[config.mk]
export PLATFORM = sky130hd
export DESIGN_NAME = keypad_ctrl
export DESIGN_NICKNAME = d
export VERILOG_FILES = /design/src/rtl/keypad_ctrl.sv
export SDC_FILE = /design/constraint.sdc
export NUM_CORES = 1
export LEC_CHECK = 0
export BUFFER_PORTS_ARGS = -buffer_cell sky130_fd_sc_hd__buf_2
export CAP_MARGIN = 20
export CORE_AREA = 2 2 83 85
export DETAILED_ROUTE_END_ITERATION = 8
export DIE_AREA = 0 0 85 87
export GPL_TIMING_DRIVEN = 0
export PLACE_DENSITY = 0.79
export SLEW_MARGIN = 20
export SYNTH_ARGS = -nofsm -noshare
export SYNTH_HDL_FRONTEND = slang
export SYNTH_SLANG_ARGS = --single-unit
[constraint.sdc]
create_clock -name clk -period 5.1 [get_ports clk]
set_input_delay 0 -clock clk [delete_from_list [all_inputs] [get_ports clk]]
set_output_delay 0 -clock clk [all_outputs]
set_load 0.01 [all_outputs]
[src/rtl/keypad_ctrl.sv]
// ---------------------------------------------------------------------------
// keypad_ctrl
//
// Purpose
//   Scans a 4x4 matrix keypad through a 2-flop synchronizer, debounces
//   presses (and releases) with a four-state FSM, queues key events in a
//   small FIFO and presents them to the CPU as a memory-mapped read
//   device with a level interrupt.
//
// Parameters
//   DEBOUNCE_CYCLES  stable-input cycles before a press/release is accepted
//                    (must be >= 1).
//   FIFO_DEPTH       event FIFO entries; power of two in 2..16.
//
// Optional feature
//   KEYPAD_RELEASE_EN  when defined, finishing a release debounce pushes a
//                      release event (bit4 = 1). When undefined no release
//                      event is ever queued and bit4 of every event is 0.
//
// Ports
//   clk            system clock, all state updates on its rising edge
//   rst_n          asynchronous active-low reset
//   enable_i       device select
//   readEnable_i   read strobe qualifier (writes are ignored)
//   mode_i         register select: 0 = data (FIFO head), 1 = status
//   dataLoad_o     32-bit read data (0 when not selected)
//   int_o          registered interrupt, high while the FIFO holds events
//   btn_key_col_i  raw column lines, active-high, asynchronous
//   btn_key_row_i  raw row lines, active-high, asynchronous
//
// Register map
//   data   : bits[3:0] key code {row[1:0], col[1:0]}, bit4 release flag;
//            reads 32'h0000_0100 when the FIFO is empty.
//   status : bit0 empty, bit1 full, bit2 sticky overflow,
//            bits[8:4] entry count, bits[11:10] FSM state.
//
// Bus handshake: an access is the level (enable_i & readEnable_i). Its side
// effect (pop for data, overflow clear for status) happens once, on the
// rising edge that ends the first cycle of the access; holding the access
// for more cycles only keeps the combinational read data on the bus.
// ---------------------------------------------------------------------------
module keypad_ctrl #(
  parameter int DEBOUNCE_CYCLES = 250000,
  parameter int FIFO_DEPTH      = 4
) (
  input  logic        clk,
  input  logic        rst_n,
  input  logic        enable_i,
  input  logic        readEnable_i,
  input  logic        mode_i,
  output logic [31:0] dataLoad_o,
  output logic        int_o,
  input  logic [3:0]  btn_key_col_i,
  input  logic [3:0]  btn_key_row_i
);

  // -------------------------------------------------------------------------
  // Derived sizes
  // -------------------------------------------------------------------------
  localparam int AW  = (FIFO_DEPTH > 1) ? $clog2(FIFO_DEPTH) : 1;
  localparam int CW  = AW + 1;
  localparam int DBW = $clog2(DEBOUNCE_CYCLES + 1);

  localparam logic [DBW-1:0] DB_MAX  = DBW'(DEBOUNCE_CYCLES);
  localparam logic [DBW-1:0] DB_LAST = DBW'(DEBOUNCE_CYCLES - 1);
  localparam logic [CW-1:0]  DEPTH_C = CW'(FIFO_DEPTH);

  localparam logic [31:0] EMPTY_WORD = 32'h0000_0100;

  // -------------------------------------------------------------------------
  // FSM encoding doubles as the status-register field, so keep it fixed.
  // -------------------------------------------------------------------------
  typedef enum logic [1:0] {
    ST_IDLE     = 2'd0,
    ST_PRESS_DB = 2'd1,
    ST_HELD     = 2'd2,
    ST_REL_DB   = 2'd3
  } state_t;

  // -------------------------------------------------------------------------
  // Helpers
  // -------------------------------------------------------------------------
  function automatic logic is_onehot4(input logic [3:0] v);
    return (v != 4'd0) && ((v & (v - 4'd1)) == 4'd0);
  endfunction

  // Only meaningful for one-hot inputs; the validity check gates its use.
  function automatic logic [1:0] enc4(input logic [3:0] v);
    logic [1:0] idx;
    case (v)
      4'b0010: idx = 2'd1;
      4'b0100: idx = 2'd2;
      4'b1000: idx = 2'd3;
      default: idx = 2'd0;
    endcase
    return idx;
  endfunction

  // -------------------------------------------------------------------------
  // 2-flop synchronizers: the raw lines are asynchronous to clk and must not
  // reach any decode logic before the second stage.
  // -------------------------------------------------------------------------
  logic [3:0] col_meta_q, col_sync_q;
  logic [3:0] row_meta_q, row_sync_q;

  always_ff @(posedge clk or negedge rst_n) begin
    if (!rst_n) begin
      col_meta_q <= 4'd0;
      col_sync_q <= 4'd0;
      row_meta_q <= 4'd0;
      row_sync_q <= 4'd0;
    end else begin
      col_meta_q <= btn_key_col_i;
      col_sync_q <= col_meta_q;
      row_meta_q <= btn_key_row_i;
      row_sync_q <= row_meta_q;
    end
  end

  // -------------------------------------------------------------------------
  // Sample classification
  //   valid    : exactly one row and exactly one column active
  //   released : no line active at all
  //   anything else (ghosting, multi-key) is invalid
  // -------------------------------------------------------------------------
  logic       sample_valid;
  logic       sample_released;
  logic [3:0] sample_code;

  always_comb begin
    sample_valid    = is_onehot4(col_sync_q) && is_onehot4(row_sync_q);
    sample_released = (col_sync_q == 4'd0) && (row_sync_q == 4'd0);
    sample_code     = {enc4(row_sync_q), enc4(col_sync_q)};
  end

  // -------------------------------------------------------------------------
  // Debounce FSM
  // -------------------------------------------------------------------------
  state_t         state_q, state_d;
  logic [DBW-1:0] cnt_q, cnt_d;
  logic [3:0]     cand_q, cand_d;
  logic           push;
  logic [4:0]     push_data;
  logic           sample_match;
  logic [DBW-1:0] cnt_inc;

  always_ff @(posedge clk or negedge rst_n) begin
    if (!rst_n) begin
      state_q <= ST_IDLE;
      cnt_q   <= '0;
      cand_q  <= 4'd0;
    end else begin
      state_q <= state_d;
      cnt_q   <= cnt_d;
      cand_q  <= cand_d;
    end
  end

  always_comb begin
    state_d      = state_q;
    cnt_d        = cnt_q;
    cand_d       = cand_q;
    push         = 1'b0;
    push_data    = 5'd0;
    sample_match = sample_valid && (sample_code == cand_q);
    // Saturating increment; the FSM normally leaves before reaching DB_MAX.
    cnt_inc      = (cnt_q == DB_MAX) ? cnt_q : cnt_q + DBW'(1);

    case (state_q)
      ST_IDLE: begin
        if (sample_valid) begin
          state_d = ST_PRESS_DB;
          cand_d  = sample_code;
          cnt_d   = '0;
        end
      end

      ST_PRESS_DB: begin
        if (!sample_match) begin
          state_d = ST_IDLE;
          cnt_d   = '0;
        end else if (cnt_q >= DB_LAST) begin
          // This cycle is the DEBOUNCE_CYCLES-th consecutive match.
          state_d   = ST_HELD;
          cnt_d     = '0;
          push      = 1'b1;
          push_data = {1'b0, cand_q};
        end else begin
          cnt_d = cnt_inc;
        end
      end

      ST_HELD: begin
        // Any deviation (release, ghost pattern, another key) starts a
        // release debounce; only real "released" samples can finish it.
        if (!sample_match) begin
          state_d = ST_REL_DB;
          cnt_d   = '0;
        end
      end

      ST_REL_DB: begin
        if (sample_match) begin
          state_d = ST_HELD;
          cnt_d   = '0;
        end else if (sample_released) begin
          if (cnt_q >= DB_LAST) begin
            state_d = ST_IDLE;
            cnt_d   = '0;
`ifdef KEYPAD_RELEASE_EN
            push      = 1'b1;
            push_data = {1'b1, cand_q};
`else
            push      = 1'b0;
`endif
          end else begin
            cnt_d = cnt_inc;
          end
        end else begin
          // A different key or a ghost pattern means "not yet released":
          // the run of released samples must start over.
          cnt_d = '0;
        end
      end

      default: begin
        state_d = ST_IDLE;
        cnt_d   = '0;
      end
    endcase
  end

  // -------------------------------------------------------------------------
  // Bus access edge detection (one side effect per access)
  // -------------------------------------------------------------------------
  logic rd_cond, st_cond;
  logic rd_prev_q, rd_prev_d;
  logic st_prev_q, st_prev_d;
  logic pop_req, st_first;

  always_comb begin
    rd_cond   = enable_i & readEnable_i & ~mode_i;
    st_cond   = enable_i & readEnable_i &  mode_i;
    pop_req   = rd_cond & ~rd_prev_q;
    st_first  = st_cond & ~st_prev_q;
    rd_prev_d = rd_cond;
    st_prev_d = st_cond;
  end

  // -------------------------------------------------------------------------
  // Event FIFO
  // -------------------------------------------------------------------------
  logic [4:0]    mem_q [FIFO_DEPTH];
  logic [AW-1:0] wr_ptr_q, wr_ptr_d;
  logic [AW-1:0] rd_ptr_q, rd_ptr_d;
  logic [CW-1:0] count_q, count_d;
  logic          ovf_q, ovf_d;
  logic          int_q, int_d;
  logic          fifo_empty, fifo_full;
  logic          pop_en, wr_en;

  always_comb begin
    fifo_empty = (count_q == '0);
    fifo_full  = (count_q == DEPTH_C);
    // A pop on an empty FIFO does nothing, even if a push lands this cycle.
    pop_en     = pop_req & ~fifo_empty;
    // A full FIFO still accepts a push when the same edge frees a slot.
    wr_en      = push & (~fifo_full | pop_en);

    // Pointers are AW bits wide, so the increment wraps modulo FIFO_DEPTH.
    wr_ptr_d = wr_en  ? wr_ptr_q + AW'(1) : wr_ptr_q;
    rd_ptr_d = pop_en ? rd_ptr_q + AW'(1) : rd_ptr_q;

    case ({wr_en, pop_en})
      2'b10:   count_d = count_q + CW'(1);
      2'b01:   count_d = count_q - CW'(1);
      default: count_d = count_q;
    endcase

    // A dropped push wins over a same-cycle status clear so that the
    // loss is never hidden from software.
    if (push && !wr_en) begin
      ovf_d = 1'b1;
    end else if (st_first) begin
      ovf_d = 1'b0;
    end else begin
      ovf_d = ovf_q;
    end

    int_d = ~fifo_empty;
  end

  always_ff @(posedge clk or negedge rst_n) begin
    if (!rst_n) begin
      wr_ptr_q  <= '0;
      rd_ptr_q  <= '0;
      count_q   <= '0;
      ovf_q     <= 1'b0;
      int_q     <= 1'b0;
      rd_prev_q <= 1'b0;
      st_prev_q <= 1'b0;
    end else begin
      wr_ptr_q  <= wr_ptr_d;
      rd_ptr_q  <= rd_ptr_d;
      count_q   <= count_d;
      ovf_q     <= ovf_d;
      int_q     <= int_d;
      rd_prev_q <= rd_prev_d;
      st_prev_q <= st_prev_d;
    end
  end

  // Storage is not reset; an entry is only visible once the count covers it.
  always_ff @(posedge clk) begin
    if (wr_en) begin
      mem_q[wr_ptr_q] <= push_data;
    end
  end

  // -------------------------------------------------------------------------
  // Read data mux
  // -------------------------------------------------------------------------
  logic [31:0] status_word;
  logic [31:0] data_word;

  always_comb begin
    status_word = {20'd0, state_q, 1'b0, 5'(count_q), 1'b0,
                   ovf_q, fifo_full, fifo_empty};
    data_word   = fifo_empty ? EMPTY_WORD : {27'd0, mem_q[rd_ptr_q]};

    dataLoad_o = 32'd0;
    if (enable_i && readEnable_i) begin
      dataLoad_o = mode_i ? status_word : data_word;
    end
  end

  assign int_o = int_q;

endmodule

==> results of run 1 <==
[flip-flops by register name, summed over array words and instances (netlist names), named ones only]
signal,cells
cnt_q,18
mem_q,16
cand_q,4
col_meta_q,4
col_sync_q,4
row_meta_q,4
row_sync_q,4
count_q,3
rd_ptr_q,2
wr_ptr_q,2
int_o,1
ovf_q,1
rd_prev_q,1
st_prev_q,1
state_q,1
[per-stage QoR]
stage	setup WS (ps)	power [W]
floorplan	2370	0.000808
global placement	2090	0.000865
detailed placement	2060	0.000871
CTS	2050	0.00137
global route	1760	0.00142
finish	2040	0.00136
[how the worst max path moves through the flow]
| stage | to | depth (start not counted) | slack (ps) | start |
|---|---|---|---|---|
| final | count_q[2] | 10 | 2040 | cnt_q[10] |
| after global routing | count_q[2] | 10 | 1760 | cnt_q[11] |
| after CTS | count_q[2] | 10 | 2050 | cnt_q[10] |
| after detailed placement | count_q[2] | 10 | 2060 | cnt_q[11] |
| after global placement | count_q[2] | 10 | 2090 | cnt_q[11] |
| after floorplan | count_q[2] | 11 | 2370 | cnt_q[0] |
[report_power, final]
part	leakage [nW]	internal, W	switching, W
clock network	0.103	0.000289	0.000198
registers	0.842	0.000587	0.0000351
logic	0.885	0.000104	0.000141
total	1.83	0.000980	0.000375
[final cells by class]
cell class | count | share of cell area [%]
well taps | 80 | 2.44
plain buffers | 34 | 5.74
flip-flops and latches | 67 | 42.9
inverters | 15 | 1.37
repair buffers | 34 | 5.56
clock inverters | 4 | 1.83
clock buffers | 12 | 3.54
multi-input cells | 232 | 36.7
[cell usage in the layout, fill, tap and decap left out, types with 10 or more instances in the layout]
cell type / n
and2_1: 10
clkbuf_8: 10
nor2_1: 23
conb_1: 22
dlygate4sd3_1: 11
nand3_1: 11
buf_4: 24
o21ai_0: 18
inv_1: 15
buf_2: 27
dfrtp_1: 51
edfxtp_1: 16
nand2_1: 27
[timing repair]
item | 4_1_cts | 5_1_grt
hold endpoints to repair | 60 | 0
setup buffers | 0 | 0
hold buffers | 11 | 0
[metal layers]
| layer | vias up | routed length, um | global-route usage, % | part of all wire, % |
|---|---|---|---|---|
| met4 | 0 | 57 | 8.37 | 0.88 |
| li1 | 1266 | - | - | - |
| met2 | 86 | 3100 | 31.3 | 48 |
| met1 | 1200 | 2900 | 23.5 | 45 |
| met5 | - | 0 | 0 | 0 |
| met3 | 5 | 387 | 3.98 | 6.0 |
[logic make-up (layout without fill, tap and decap cells)]
| logic type | count (synthesis) | after routing |
|---|---|---|
| other | 1 | 22 |
| AOI/OAI and AO/OA | 66 | 66 |
| buffers and inverters | 49 | 99 |
| xor gates and xnor gates | 12 | 12 |
| adders and majority gates | 7 | 7 |
| and+or+nand+nor | 117 | 117 |
| muxes | 8 | 8 |
| DFF | 67 | 67 |
[worst reg2reg max path: stages, from the launching register on]
cell       delay [ps]
dfrtp_1           420
nor4_1            470
a31oi_1           210
o2111ai_1         430
and4b_1           310
nor3_1            280
inv_1             100
fa_1              380
nor2_1            110
a22oi_1            80
xnor2_1           160
==> results.tsv, run 1 <==
stage	metric	value	unit
grt	grt_pass1_wl	11000	um
min_path	whs_endpoint	st_prev_q	
timing	fin_tns_setup	0	ps
floorplan	die-height	87	um
route	route.detailed.drc	0	
cells_and_area	drive_above_1_share	20.1	%
critical_path	r2r-start	cnt_q[10]	
cells_and_area	n_fill_cell	547	
synthesis	synth_mux_area_share	3.82	%
power	power_density	331	nW/um^2
cells_and_area	diodes	0	
timing	worstMarginPinSlew	751	ps
synthesis	ys.flop_type	dfrtp_1	
clock_tree	clock-sinks	67	
synthesis	synthSimpleGateAreaFrac	18.2	%
placed_design	dpl-instance-area	3770	um^2
synthesis	async_flop_share	76.1	%
critical_path	path_cells	nor4_1 -> a31oi_1 -> o2111ai_1 -> and4b_1 -> nor3_1 -> inv_1 -> fa_1 -> nor2_1 -> a22oi_1 -> xnor2_1	
clock_tree	cts_tree	done	
cells_and_area	stdcell_area	4100	um^2
timing	rsz0062_at_grt	no	
clock_tree	cts_htree_levels	3	
grt	grt_usage	18.7	%
floorplan	dieArea	7400	um^2
timing	min_period_over_period	60.0	%
timing	whs	83.3	ps
route	detail-route-antenna-nets	0	
route	num_vias	2557	
cells_and_area	multi_input_area	1500	um^2
synthesis	synth_common_cells	51 x dfrtp_1, 27 x nand2_1, 23 x buf_4, 23 x nor2_1, 18 x o21ai_0	
synthesis	synth_top_family_by_area	simple AND/OR/NAND/NOR gates	
grt	grt_max_degree	52	
synthesis	synth_xor_area_share	3.03	%
critical_path	required	5330	ps
synthesis	synth.most_common_cell	dfrtp_1	
synthesis	synth_cell_type_count	55	
synthesis	yosys.area.top_type_share	36.8	%
timing	hold_viol	0	
min_path	min_path_cells	3	
route	dr.pass1.iters	4	
timing	relSlewSlack	49.8	%
grt	grt_antenna_before_repair	0	
timing	setup_viol	0	
synthesis	netlist_area	3470	um^2
placed_design	hpwlAfterDp	4380	um
cells_and_area	seq_area	1760	um^2
clock_tree	cts_root_buf	clkbuf_8	
synthesis	synth-compound-area-share	13.2	%
cells_and_area	finalNonFillerCells	478	
critical_path	path_buf_inv	1	
critical_path	slowest_stage	nor4_1	
clock_tree	numCtsBuffers	9	
synthesis	yosysTopAreaCell	dfrtp_1	
flow_run	maxCapViolCount	0	
timing	max_freq	327	MHz
min_path	min_path_type	input port to flop	
cells_and_area	layout-area-overhead-vs-synth	18.1	%
critical_path	cpLargestDelayFamily	simple AND/OR/NAND/NOR gates	
timing	period_minus_slack	3060	ps
grt	overflow	0	
floorplan	die_w	85	um
critical_path	reg2reg_to	count_q[2]	
floorplan	start_util	52.9	%
synthesis	ys_seq_area_share	50.6	%
synthesis	syn-instance-count	327	
floorplan	row_count	30	
critical_path	regToRegSetupSlack	2040	ps
route	drt-vias-per-instance	5.35	
clock_tree	clock_latency	340	ps
run_status	status	finished clean	
placed_design	gp_congestion	0.831	
grt	grt_pass1_vias	2428	
critical_path	reg2regPathDepth	10	
synthesis	synthAdderAreaFrac	2.74	%
clock_tree	clock_path_buffers	2	
power	ir_worst_vdd	0.000228	V
critical_path	critPathLaunchType	flop	
synthesis	yosys_warnings	0	
route	routed_wirelength	6450	um
floorplan	core	6570	um^2
critical_path	critPathMaxStageDelay	470	ps
route	drt_iter0_drc	179	
placed_design	dp_cells	451	
placed_design	portBuffers	23	
timing	clock_skew	5.96	ps
critical_path	arrival	3290	ps
min_path	hp-start	readEnable_i	
cells_and_area	nNetsFinal	413	
cells_and_area	final_core_util	62.4	%
synthesis	synth.ff_latch_count	67	
critical_path	critPathKind	flop to flop	
route	wl_per_cell	13.5	um
critical_path	cp_max_fo	5	
clock_tree	clk_pin_slew	70	ps
floorplan	num_io_pins	46	
synthesis	syn_area_per_cell	10.6	um^2
timing	final_max_slew_viol_count	0	
clock_tree	cts_resized	0	
synthesis	ys_top_cells_by_area	dfrtp_1 37%, edfxtp_1 14%, buf_4 5.0%, nand2_1 2.9%, o21ai_0 2.6%	
synthesis	synth-edff-count	16	
power	total_leakage_power	1.83	nW
critical_path	end_kind	flop	
(Power assumes the default switching activity.)
==> inputs of run 2 (changes only) <==
- clock period: 5.1 -> 2.9 ns (I/O delays scaled with it)
==> run 2 against run 1 <==
  * Clock-buffer cell count unchanged
  * Fmax grew 12%
  * Critical path depth is 1 higher
  * Clock power is 77% higher
  * Core utilization grew 0.93 points
  * Sequential power is 75% higher
  * Power increased by 77%
  * Non-clock buffer count up 1
  * Sequential share of layout area is 0.63 points lower
  * Flip-flop and latch count unchanged
==> results.tsv, run 2 (synthesis gave the netlist of run 1 again) <==
stage	metric	value	unit
critical_path	slowest_stage	dfrtp_1	
critical_path	reg2regPathDepth	11	
route	drt-vias-per-instance	5.43	
min_path	min_path_type	input port to flop	
min_path	hp-start	readEnable_i	
power	combPwrFrac	18.4	%
cells_and_area	drive_above_1_share	21.6	%
clock_tree	clock_path_buffers	2	
timing	fin_tns_setup	0	ps
power	clock_power_share	36.0	%
timing	rsz0062_at_grt	yes	
grt	grt_max_degree	52	
floorplan	row_count	30	
floorplan	start_util	52.9	%
timing	relSlewSlack	48.8	%
route	routed_wirelength	6690	um
critical_path	critPathMaxStageDelay	430	ps
floorplan	num_io_pins	46	
power	p_int	0.00172	W
floorplan	die-height	87	um
placed_design	gp_congestion	0.831	
cells_and_area	largest_reg_flops	18	
floorplan	core	6570	um^2
cells_and_area	n_fill_cell	539	
route	detail-route-antenna-nets	0	
critical_path	critPathLaunchType	flop	
cells_and_area	top_regs	cnt_q (18), mem_q (16)	
critical_path	cp_max_fo	5	
cells_and_area	nNetsFinal	414	
critical_path	required	3140	ps
route	dr.pass1.iters	4	
grt	grt_pass1_vias	2438	
power	total_leakage_power	1.85	nW
route	drt_iter0_drc	194	
power	power_density	576	nW/um^2
placed_design	hpwlAfterDp	4380	um
cells_and_area	top_register	cnt_q	
power	switching_power	0.000673	W
placed_design	dp_cells	451	
clock_tree	cts_tree	done	
timing	clock_skew	9.99	ps
critical_path	critPathKind	flop to flop	
floorplan	die_w	85	um
critical_path	arrival	2970	ps
timing	whs	81.3	ps
critical_path	regToRegSetupSlack	160	ps
route	wl_per_cell	14.0	um
clock_tree	clock_latency	350	ps
floorplan	dieArea	7400	um^2
cells_and_area	layout-area-overhead-vs-synth	19.8	%
min_path	min_path_cells	3	
grt	grt_pass1_wl	11100	um
grt	grt_usage	19.0	%
timing	final_max_slew_viol_count	0	
critical_path	path_cells	ha_2 -> and4b_1 -> and4_1 -> o2111ai_4 -> and4b_2 -> nor3_4 -> inv_1 -> fa_1 -> nor2_1 -> a22oi_1 -> xnor2_1	
grt	overflow	0	
placed_design	portBuffers	23	
power	ir_worst_vdd	0.000425	V
clock_tree	cts_root_buf	clkbuf_8	
cells_and_area	layout_commonest_cell	dfrtp_1	
route	num_vias	2601	
clock_tree	clock-sinks	67	
timing	period_minus_slack	2740	ps
timing	worstMarginPinSlew	767	ps
route	route.detailed.drc	0	
cells_and_area	finalNonFillerCells	479	
clock_tree	cts_htree_levels	3	
critical_path	r2r-start	cnt_q[0]	
clock_tree	numCtsBuffers	9	
grt	grt_antenna_before_repair	0	
power	seq_power_share	45.7	%
timing	min_period_over_period	94.3	%
timing	hold_viol	0	
cells_and_area	diodes	0	
flow_run	maxCapViolCount	0	
min_path	whs_endpoint	st_prev_q	
timing	setup_viol	0	
critical_path	reg2reg_to	count_q[2]	
run_status	status	finished clean	
critical_path	end_kind	flop	
power	p_sw_share	28.1	%
cells_and_area	final_core_util	63.3	%
cells_and_area	layout_common_cells	51 x dfrtp_1, 27 x nand2_1, 27 x buf_2, 25 x buf_4, 23 x nor2_1	
clock_tree	clk_pin_slew	80	ps
timing	max_freq	366	MHz
power	p_total	0.00240	W
[run 2: cell types whose count changed in the layout (fill, tap and decap cells not counted), sizes merged]
cell	delta
buf	+1
[run 2: layout make-up]
class / instances / area [um^2] / share of cell area [%]
sequential: 67 / 1760 / 42.2
multi-input combinational: 232 / 1560 / 37.4
timing repair buffer: 35 / 235 / 5.65
buffer: 34 / 235 / 5.65
clock buffer: 12 / 145 / 3.49
tap: 80 / 100 / 2.41
clock inverter: 4 / 75.1 / 1.80
inverter: 15 / 56.3 / 1.35
[run 2: worst max-delay path: cells and delay by family, from the launching register on]
family,cells,cell delay (ps)
simple gates,5,1030
fa+ha+maj,2,600
xor+xnor,1,150
flops,1,430
compound gates,2,350
buf+inv,1,70
[run 2: power groups by stage]
stage                     combinational (W)  clock [W]  sequential (W)
after floorplan                    0.000321          0         0.00110
after global placement             0.000410          0         0.00111
after detailed placement           0.000420          0         0.00111
after CTS                          0.000435   0.000875         0.00109
after global routing               0.000486   0.000914         0.00111
final                              0.000441   0.000862         0.00109
[run 2: per-stage QoR]
step	setup slack, ps	instance area [um^2]
after floorplan	174	3550
after global placement	-109	3770
after detailed placement	-136	3770
after CTS	73.4	4120
after global routing	-18.1	4160
final	164	4160
[run 2: what timing repair did]
item,4_1_cts,5_1_grt
endpoints found under the setup margin,1,13
gates resized for setup,3,6
setup buffers,0,1
pin swaps,0,0
hold endpoints to repair,60,0
hold buffers,11,0
[run 2: how the worst max path moves through the flow]
stage,from,endpoint,slack (ps),cells after the start
after global routing,cnt_q[0],count_q[2],-20,11
after floorplan,cnt_q[0],count_q[2],170,11
final,cnt_q[0],count_q[2],160,11
after global placement,cnt_q[11],count_q[2],-110,10
after detailed placement,cnt_q[11],count_q[2],-140,10
after CTS,cnt_q[0],count_q[2],70,11
[run 2: per-layer routing]
metal  vias to the layer above  share of wire, %  GRT usage [%]
met5                         -                 0              0
met4                         0               1.6           8.51
met3                         7               5.3           4.08
met2                        91                48           31.6
met1                      1236                45           23.8
li1                       1267                 -              -
==> inputs of run 3 (changes only) <==
- ABC_AREA: not set -> 1
- CORE_AREA: 2 2 83 85 -> 2 2 87 89
- DIE_AREA: 0 0 85 87 -> 0 0 89 91
==> run 3 against run 2 <==
  * Sequential share of layout area is 3.3 points lower
  * Die area is 9.5% higher
  * Synthesized area rose by 11%
  * First-iteration DRC count up 41%
  * Hold slack gained 20 ps
  * Register-to-register slack gained 290 ps
  * Design area increased by 8.4%
  * Global-route usage increased by 2.2 points
  * Worst setup slack better by 290 ps
  * Routed wire length is 20% higher
  * Flip-flop and latch count stayed put
  * Critical path type unchanged
==> results.tsv, run 3 <==
stage	metric	value	unit
grt	grt_usage	21.2	%
power	ir_worst_vdd	0.000277	V
grt	grt_pass1_vias	3069	
synthesis	netlist_area	3850	um^2
flow_run	maxCapViolCount	0	
synthesis	async_flop_share	76.1	%
timing	worstMarginPinSlew	646	ps
synthesis	yosys.area.top_type_share	33.1	%
run_status	status	finished clean	
floorplan	dieArea	8100	um^2
synthesis	ys.flop_type	dfrtp_1	
floorplan	num_io_pins	46	
synthesis	synth_cell_type_count	37	
floorplan	row_count	31	
cells_and_area	top_regs	cnt_q (18), mem_q (16)	
grt	grt_max_degree	52	
timing	period_minus_slack	2440	ps
route	drt_iter0_drc	274	
timing	fin_tns_setup	0	ps
placed_design	portBuffers	23	
grt	grt_antenna_before_repair	0	
timing	relSlewSlack	56.9	%
cells_and_area	multi_input_area	1750	um^2
power	total_leakage_power	2.13	nW
critical_path	required	3190	ps
synthesis	syn_area_per_cell	8.32	um^2
floorplan	die_w	89	um
timing	final_max_slew_viol_count	0	
timing	max_freq	409	MHz
cells_and_area	diodes	0	
cells_and_area	top_register	cnt_q	
cells_and_area	layout-area-overhead-vs-synth	17.0	%
critical_path	arrival	2730	ps
critical_path	end_kind	flop	
timing	rsz0062_at_grt	no	
power	p_total	0.00258	W
critical_path	cp_max_fo	7	
floorplan	die-height	91	um
synthesis	synth.most_common_cell	nand2_1	
synthesis	synth.ff_latch_count	67	
route	wl_per_cell	12.7	um
timing	clock_skew	6.27	ps
clock_tree	clk_pin_slew	70	ps
clock_tree	clock_path_buffers	2	
floorplan	start_util	54.0	%
cells_and_area	n_fill_cell	623	
min_path	min_path_type	input port to flop	
grt	grt_pass1_wl	13300	um
cells_and_area	largest_reg_flops	18	
synthesis	synth_common_cells	82 x nand2_1, 56 x inv_1, 51 x dfrtp_1	
route	route.detailed.drc	0	
power	power_density	573	nW/um^2
cells_and_area	nNetsFinal	549	
placed_design	hpwlAfterDp	5800	um
route	routed_wirelength	8060	um
cells_and_area	seq_area	1760	um^2
clock_tree	cts_tree	done	
floorplan	core	7140	um^2
synthesis	ys_seq_area_share	45.6	%
timing	min_period_over_period	84.3	%
cells_and_area	drive_above_1_share	19.5	%
synthesis	syn-instance-count	463	
clock_tree	numCtsBuffers	9	
clock_tree	cts_root_buf	clkbuf_8	
critical_path	critPathLaunchType	flop	
timing	hold_viol	0	
route	num_vias	3242	
clock_tree	cts_htree_levels	3	
synthesis	yosysTopAreaCell	dfrtp_1	
timing	setup_viol	0	
clock_tree	cts_setup_buffers	0	
cells_and_area	layout_commonest_cell	nand2_1	
cells_and_area	layout_common_cells	82 x nand2_1, 56 x inv_1, 51 x dfrtp_1, 48 x nor2_1, 47 x nand3_1	
grt	overflow	0	
synthesis	synth-edff-count	16	
clock_tree	clock-sinks	67	
placed_design	gp_congestion	0.982	
route	detail-route-antenna-nets	0	
route	dr.pass1.iters	5	
route	drt-vias-per-instance	5.12	
clock_tree	clock_latency	340	ps
synthesis	yosys_warnings	0	
critical_path	critPathKind	flop to flop	
synthesis	ys_top_cells_by_area	dfrtp_1 33%, edfxtp_1 12%, nand2_1 8.0%, nand3_1 6.1%, inv_1 5.5%	
-- run 3: changes by cell type after synthesis, moves of 10 or more --
cell | previous run | this run
nand2_1 | 27 | 82
nor2_1 | 23 | 48
nand3_1 | 11 | 47
inv_1 | 15 | 56
and2_1 | 10 | 0
-- run 3: path summary, 6_finish.rpt --
| check | startpoint | to | slack [ps] | cells past startpoint |
|---|---|---|---|---|
| max in group asynchronous | rst_n | cnt_q[15] | 2240 | 2 |
| setup / recovery | cnt_q[0] | count_q[2] | 460 | 15 |
| setup reg to reg | cnt_q[0] | count_q[2] | 460 | 15 |
| min in group asynchronous | rst_n | rd_ptr_q[0] | 220 | 2 |
| hold reg to reg | col_meta_q[1] | col_sync_q[1] | 350 | 0 |
| hold / removal | readEnable_i | st_prev_q | 100 | 3 |
-- run 3: cell families (layout without fill, tap and decap cells) --
family                     Yosys count  in the layout  synth area share, %
AOI/OAI and AO/OA                   52             52                 9.12
xor gates and xnor gates            12             12                 2.73
adders and majority gates            7              7                 2.47
buffers and inverters               90            140                 11.2
DFF                                 67             67                 45.6
other                                1             22               0.0973
and+or+nand+nor                    234            234                 28.8
-- run 3: per-layer routing --
metal	track usage, %	up-vias	wire (um)
li1	-	1616	-
met1	26.0	1463	3350
met2	34.4	140	3880
met3	4.00	23	600
met4	11.8	0	227
met5	0	-	0
-- run 3: worst max-delay path, stage by stage (launching register included) --
cell and delay, ps:
dfrtp_1 400, ha_1 270, nand3_1 220, nor2_1 100, nand2_1 70, nor2_1 40, nor2_2 210, nor2_4 60
nand2_4 110, nand2_2 90, fa_1 420, inv_1 100, nand4_1 100, nand3_1 90, nand2_1 60, inv_1 40
-- run 3: metrics by stage --
step | hold WS [ps] | util [%] | cell area [um^2] | cells | setup slack, ps
6_report | 102 | 63.2 | 4510 | 633 | 455
5_1_grt | 176 | 63.2 | 4510 | 633 | 319
4_1_cts | 98.6 | 63.2 | 4510 | 633 | 482
3_5_place_dp | 76.7 | 58.5 | 4170 | 606 | 500
3_3_place_gp | 108 | 58.5 | 4170 | 606 | 590
2_1_floorplan | -296 | - | 3930 | 484 | 806
-- run 3: what timing repair did --
item / 4_1_cts / 5_1_grt
hold buffers: 11 / 0
hold endpoints to repair: 60 / 0
gates resized for setup: 0 / 0
-- run 3: final cells by class --
class / count / share of cell area (%)
clock buffers: 11 / 3.13
clock inverters: 5 / 1.89
plain buffers: 30 / 4.55
inverters: 60 / 4.99
multi-input cells: 327 / 38.7
well taps: 99 / 2.75
flip-flops and latches: 67 / 38.9
repair buffers: 34 / 5.05
-- run 3: power by group --
part	switching (W)	total, W	internal, W
Sequential	0.0000594	0.00110	0.00104
Combinational	0.000419	0.000619	0.000200
Clock	0.000354	0.000866	0.000512
Total	0.000832	0.00258	0.00175
